$ cat src/rtl/axis_read_unpack.sv
// axis_read_unpack: buffers wide AXI read beats in a small FIFO and emits
// each beat as WIDTH_RATIO narrow stream words, lane 0 first. Supports a
// start-lane offset in the first beat, trims unused lanes of the final beat
// and flags the final word with last.
module axis_read_unpack #(
  parameter int BUF_AWIDTH     = 4,
  parameter int CFG_DWIDTH     = 32,
  parameter int WIDTH_RATIO    = 8,
  parameter int AXI_DATA_WIDTH = 256,
  parameter int DATA_WIDTH     = 32,
  parameter int LANE_W         = $clog2(WIDTH_RATIO)
) (
  input  logic                      clk,
  input  logic                      rst_n,
  input  logic [CFG_DWIDTH-1:0]     cfg_length,
  input  logic [LANE_W-1:0]         cfg_offset,
  input  logic                      cfg_val,
  output logic                      cfg_rdy,
  input  logic [AXI_DATA_WIDTH-1:0] axi_rdata,
  input  logic                      axi_rvalid,
  output logic                      axi_rready,
  output logic [DATA_WIDTH-1:0]     data,
  output logic                      valid,
  input  logic                      ready,
  output logic                      last
);

  localparam int DEPTH = 1 << BUF_AWIDTH;
  localparam int CNT_W = BUF_AWIDTH + 1;
  localparam int BL_W  = CFG_DWIDTH + 2;

  typedef enum logic {ST_IDLE, ST_ACTIVE} state_e;

  state_e                    state_q;
  logic                      cfg_rdy_q;
  logic [CFG_DWIDTH-1:0]     remaining_q;
  logic [LANE_W-1:0]         lane_q;
  logic [BL_W-1:0]           beats_left_q;
  logic [BL_W-1:0]           span;

  logic [AXI_DATA_WIDTH-1:0] mem_q [DEPTH];
  logic [BUF_AWIDTH-1:0]     wptr_q, rptr_q;
  logic [CNT_W-1:0]          count_q, count_d;

  logic fifo_full, fifo_empty, push, pop, word_acc, final_word, cfg_acc;

  // offset + length + (ratio-1) is carried two bits wider than the length so
  // the round-up to whole beats can never wrap.
  assign span = {2'b00, cfg_length} + BL_W'(cfg_offset) + BL_W'(WIDTH_RATIO - 1);

  assign fifo_full  = (count_q == CNT_W'(DEPTH));
  assign fifo_empty = (count_q == '0);

  assign cfg_rdy    = cfg_rdy_q;
  assign cfg_acc    = (state_q == ST_IDLE) & cfg_rdy_q & cfg_val;
  assign axi_rready = (state_q == ST_ACTIVE) & ~fifo_full & (beats_left_q != '0);
  assign push       = axi_rvalid & axi_rready;

  assign valid      = (state_q == ST_ACTIVE) & ~fifo_empty;
  assign final_word = (remaining_q == CFG_DWIDTH'(1));
  assign last       = valid & final_word;
  assign word_acc   = valid & ready;
  // Popping on the final word drops any trailing lanes of the last beat.
  assign pop        = word_acc & ((lane_q == LANE_W'(WIDTH_RATIO - 1)) | final_word);
  assign data       = valid ? mem_q[rptr_q][lane_q*DATA_WIDTH +: DATA_WIDTH] : '0;

  // Control FSM: configuration latch, beat budget, word/lane counters.
  always_ff @(posedge clk or negedge rst_n) begin
    if (!rst_n) begin
      state_q      <= ST_IDLE;
      cfg_rdy_q    <= 1'b0;
      remaining_q  <= '0;
      lane_q       <= '0;
      beats_left_q <= '0;
    end else if (state_q == ST_IDLE) begin
      cfg_rdy_q <= 1'b1;
      if (cfg_acc) begin
        remaining_q  <= cfg_length;
        lane_q       <= cfg_offset;
        beats_left_q <= span >> LANE_W;
        if (cfg_length != '0) begin
          state_q   <= ST_ACTIVE;
          cfg_rdy_q <= 1'b0;
        end
      end
    end else begin
      if (push) beats_left_q <= beats_left_q - BL_W'(1);
      if (word_acc) begin
        remaining_q <= remaining_q - CFG_DWIDTH'(1);
        lane_q      <= lane_q + LANE_W'(1);
        if (final_word) begin
          state_q   <= ST_IDLE;
          cfg_rdy_q <= 1'b1;
        end
      end
    end
  end

  // FIFO occupancy next-state.
  always_comb begin
    count_d = count_q;
    case ({push, pop})
      2'b10:   count_d = count_q + CNT_W'(1);
      2'b01:   count_d = count_q - CNT_W'(1);
      default: count_d = count_q;
    endcase
  end

  // FIFO pointers and registered occupancy.
  always_ff @(posedge clk or negedge rst_n) begin
    if (!rst_n) begin
      wptr_q  <= '0;
      rptr_q  <= '0;
      count_q <= '0;
    end else begin
      if (push) wptr_q <= wptr_q + BUF_AWIDTH'(1);
      if (pop)  rptr_q <= rptr_q + BUF_AWIDTH'(1);
      count_q <= count_d;
    end
  end

  // FIFO storage; contents need no reset since reads are gated by valid.
  always_ff @(posedge clk) begin
    if (push) mem_q[wptr_q] <= axi_rdata;
  end

endmodule

$ cat config.mk
export PLATFORM = sky130hd
export DESIGN_NAME = axis_read_unpack
export DESIGN_NICKNAME = d
export VERILOG_FILES = /design/src/rtl/axis_read_unpack.sv
export SDC_FILE = /design/constraint.sdc
export NUM_CORES = 2
export LEC_CHECK = 0
export BUFFER_PORTS_ARGS = -buffer_cell sky130_fd_sc_hd__buf_4
export CAP_MARGIN = 0
export CORE_MARGIN = 2
export CORE_UTILIZATION = 40
export DETAILED_ROUTE_END_ITERATION = 8
export PLACE_DENSITY = 0.62
export SETUP_SLACK_MARGIN = 0.3
export SYNTH_ARGS = -nofsm -noshare
export SYNTH_HDL_FRONTEND = slang
export SYNTH_SLANG_ARGS = --single-unit
$ cat constraint.sdc
create_clock -name clk -period 21.1 [get_ports clk]
set_input_delay 1.055 -clock clk [delete_from_list [all_inputs] [get_ports clk]]
set_output_delay 1.055 -clock clk [all_outputs]
set_load 0.02 [all_outputs]
==> impl_metrics.env <==
export IMPL_path_clk_slew_ps=60
export IMPL_fin_cells=14420
export IMPL_critPathMaxStageDelay_ps=1030
export IMPL_drt_vias_per_instance=6.053
export IMPL_worst_ep_required_time_ps=20050
export IMPL_ios=332
export IMPL_fp_dieW_um=642.4
export IMPL_port_buffers=331
export IMPL_grt_util_met3_pct=4.670
export IMPL_grt_pass1_wl_um=675800
export IMPL_yosysMostFrequentCell="edfxtp_1"
export IMPL_relSlewSlack_pct=2.438
export IMPL_wirelength_um=486800
export IMPL_place_gp_congestion=0.8103
export IMPL_syn_inst=8093
export IMPL_worstSetupStartpointType="flop"
export IMPL_htreeDepth=5
export IMPL_syn_num_nets=8408
export IMPL_coreArea_mm2=0.4061
export IMPL_ys_types=89
export IMPL_drtPass1Iterations=6
export IMPL_critical_path_arrival_ps=8100
export IMPL_die_area_mm2=0.4127
export IMPL_first_iter_violations=11130
export IMPL_use_met2_pct=37.62
export IMPL_synth_top_family_by_area="multiplexers"
export IMPL_clock_latency_ps=1000
export IMPL_timing_final_crit_share_pct=43.40
export IMPL_grt_total_usage_pct=23.07
export IMPL_crit_path_frequent_cell="buf_4"
export IMPL_synth_edff_count=4096
export IMPL_reg2regPathDepth=13
export IMPL_postRouteAntennaNets=0
export IMPL_cts_sinks=4180
export IMPL_tightestPinTransition_ps=1463
export IMPL_rows=234
export IMPL_period_needed_ps=9158
export IMPL_synth_fa_ha_area_share_pct=0.1504
export IMPL_dp_hpwl_um=269100
export IMPL_critical_path_max_fanout=103
export IMPL_yosysWarnings=0
export IMPL_synth_simple_area_share_pct=2.266
export IMPL_slowest_stage="nor4_2"
export IMPL_critPathKind="flop to output pin"
export IMPL_syn_avg_cell_area_um2=20.14
export IMPL_cts_buffers=420
export IMPL_critPathCaptureType="output pin"
export IMPL_cts_tree="done"
export IMPL_ys_top_cells_by_count="edfxtp_1, mux2i_1, mux4_2"
export IMPL_syn_cell_area_mm2=0.1630
export IMPL_netlist_area_leader_share_pct=75.45
export IMPL_synthFlopType="edfxtp_1"
export IMPL_clock_fmax_mhz=109.2
export IMPL_die_h_um=642.4
export IMPL_final_max_slew_viol_count=0
export IMPL_synth_xor_area_share_pct=0.1827
export IMPL_grt_max_degree=133
export IMPL_power_density_mw_per_mm2=131.3
export IMPL_finalClockSkew_ps=64.41
export IMPL_yosysSeqAreaShare_pct=76.74
export IMPL_synth_async_reset_ratio_pct=2.010
export IMPL_hold_path_class="primary input to flop"
export IMPL_cts_buffer_depth=4
export IMPL_grt_overflow=0
export IMPL_drc=0
export IMPL_grtUsageMet1_pct=31.31
export IMPL_areaGrowthSynthToFinish_pct=13.78
export IMPL_dp_cells=13600
export IMPL_wire_per_inst_um=33.77
export IMPL_max_cap_violations=0
export IMPL_synth_largest_area_cell="edfxtp_1"
export IMPL_synth_seq_cells=4180
export IMPL_p_leak_nw=59.29
export IMPL_final_cell_area_mm2=0.1855
export IMPL_finish_net_count=8908
export IMPL_post_cts_setup_buffers=0
export IMPL_holdPathStages=1
export IMPL_cts_root_buf="clkbuf_16"
export IMPL_initial_core_util_pct=40.15
export IMPL_setup_tns_ps=0
export IMPL_synthMuxAreaShare_pct=14.05
export IMPL_antenna_found_initial=130
export IMPL_hold_viol=0
export IMPL_vias=87250
export IMPL_synth_compound_area_share_pct=4.921
export IMPL_final_layout_size_suffix_gt1_share_pct=21.56
export IMPL_vdd_drop_max_uv=115.4
export IMPL_placed_area_mm2=0.1719
export IMPL_grt_pass1_vias=85690
export IMPL_crit_chain="buf_4, buf_12, buf_4, buf_4, mux4_2, o22ai_1, nor3_1, nor4_2, nand4_1, buf_4"
export IMPL_grt_busiest_layer="met2"
export IMPL_status="complete, no violations"
export IMPL_synthTopCellsByArea="edfxtp_1, mux4_2, mux2i_1"
export IMPL_setup_viol=0
export IMPL_rsz0062_at_grt="false"
layout by cell type (no fill, tap or decap), types with 18 or more instances in the layout:
cell type     n
nand4_1      29
o221ai_1    234
mux2_2       22
nand3_1      69
clkinv_1    100
o22ai_1     207
nor4_1       41
clkinv_2     71
diode_2      43
bufinv_16    38
xnor2_1      22
and3_1       20
mux4_2      693
a31oi_1      57
a22oi_1      47
nor3_1      123
clkbuf_16   428
o21ai_0     138
clkbuf_1     92
dfrtp_1      77
nor2_1      146
ha_1         18
a211oi_1     48
mux2i_1     704
and2_1       21
inv_1        36
buf_4       522
nand2_1     176
buf_12       23
edfxtp_1   4096
a21oi_1     274
registers in the layout, summed over array words and instances, names as in the netlist, 3 cells and up:
signal        cells
lane_q            3
remaining_q      32
mem_q          4096
beats_left_q     34
rptr_q            4
count_q           5
wptr_q            4
power by group:
part           internal [mW]  leakage, nW  switching, mW  total (mW)
clock network           4.21         6.59           3.16        7.36
logic                   2.47         14.7           4.30        6.77
registers               9.94         38.0          0.280        10.2
total                   16.6         59.3           7.74        24.4
cell families (layout without fill, tap and decap cells):
logic type	after synthesis	after routing
adders and majority gates	19	19
and+or+nand+nor	743	743
DFF	4180	4180
buffers and inverters	511	1362
AOI/OAI and AO/OA	1187	1187
other	0	43
xor gates and xnor gates	34	34
muxes	1419	1419
metal layers:
layer  up-vias  part of all wire, %  routed length, µm
li1      35090                    -                  -
met3       790                  9.7              47200
met5         -                0.080                389
met2      4593                   48             234500
met4        62                  3.1              14940
met1     46710                   39             189800
through the flow:
stage	power, mW	utilization (%)	hold slack (ps)	worst slack (ps)
finish	24.35	45.68	355.4	11940
global route	25.10	45.66	345.9	11620
CTS	24.45	45.65	279.5	11750
detailed placement	17.15	42.32	510.2	12830
global placement	17.05	42.32	482.5	12820
floorplan	14.74	-	469.3	12760
worst max-delay path, delay by kind of cell, from the launching register on:
kind | cells | cell delay [ps]
AND/OR/NAND/NOR | 3 | 1650
flip-flops | 1 | 980
AO/OA/AOI/OAI | 1 | 160
multiplexers | 1 | 610
buffers and inverters | 5 | 3420
final timing paths:
path / slack (ps) / endpoint / startpoint
setup / recovery: 11940 / data[24] / rptr_q[0]
hold / removal: 360 / mem_q[15][37] / axi_rdata[37]
setup reg to reg: 14620 / mem_q[3][184] / beats_left_q[0]
hold reg to reg: 520 / beats_left_q[25] / beats_left_q[25]
max in group asynchronous: 19300 / rptr_q[3] / rst_n
min in group asynchronous: 540 / beats_left_q[32] / rst_n
cell type report:
class                      count  area (µm²)
sequential                  4180      125100
tap                         5428        6792
clock buffer                 528       11170
clock inverter               245        2344
antenna                       43       107.6
fill                       33750      220600
timing repair buffer         547        4394
inverter                      42       172.7
multi-input combinational   3402       35400
timing repair:
action,4_1_cts,5_1_grt
endpoints found under the setup margin,0,0
gates resized for setup,0,0
hold buffers,1,0
hold endpoints to repair,28,0
(Power assumes the default switching activity.)
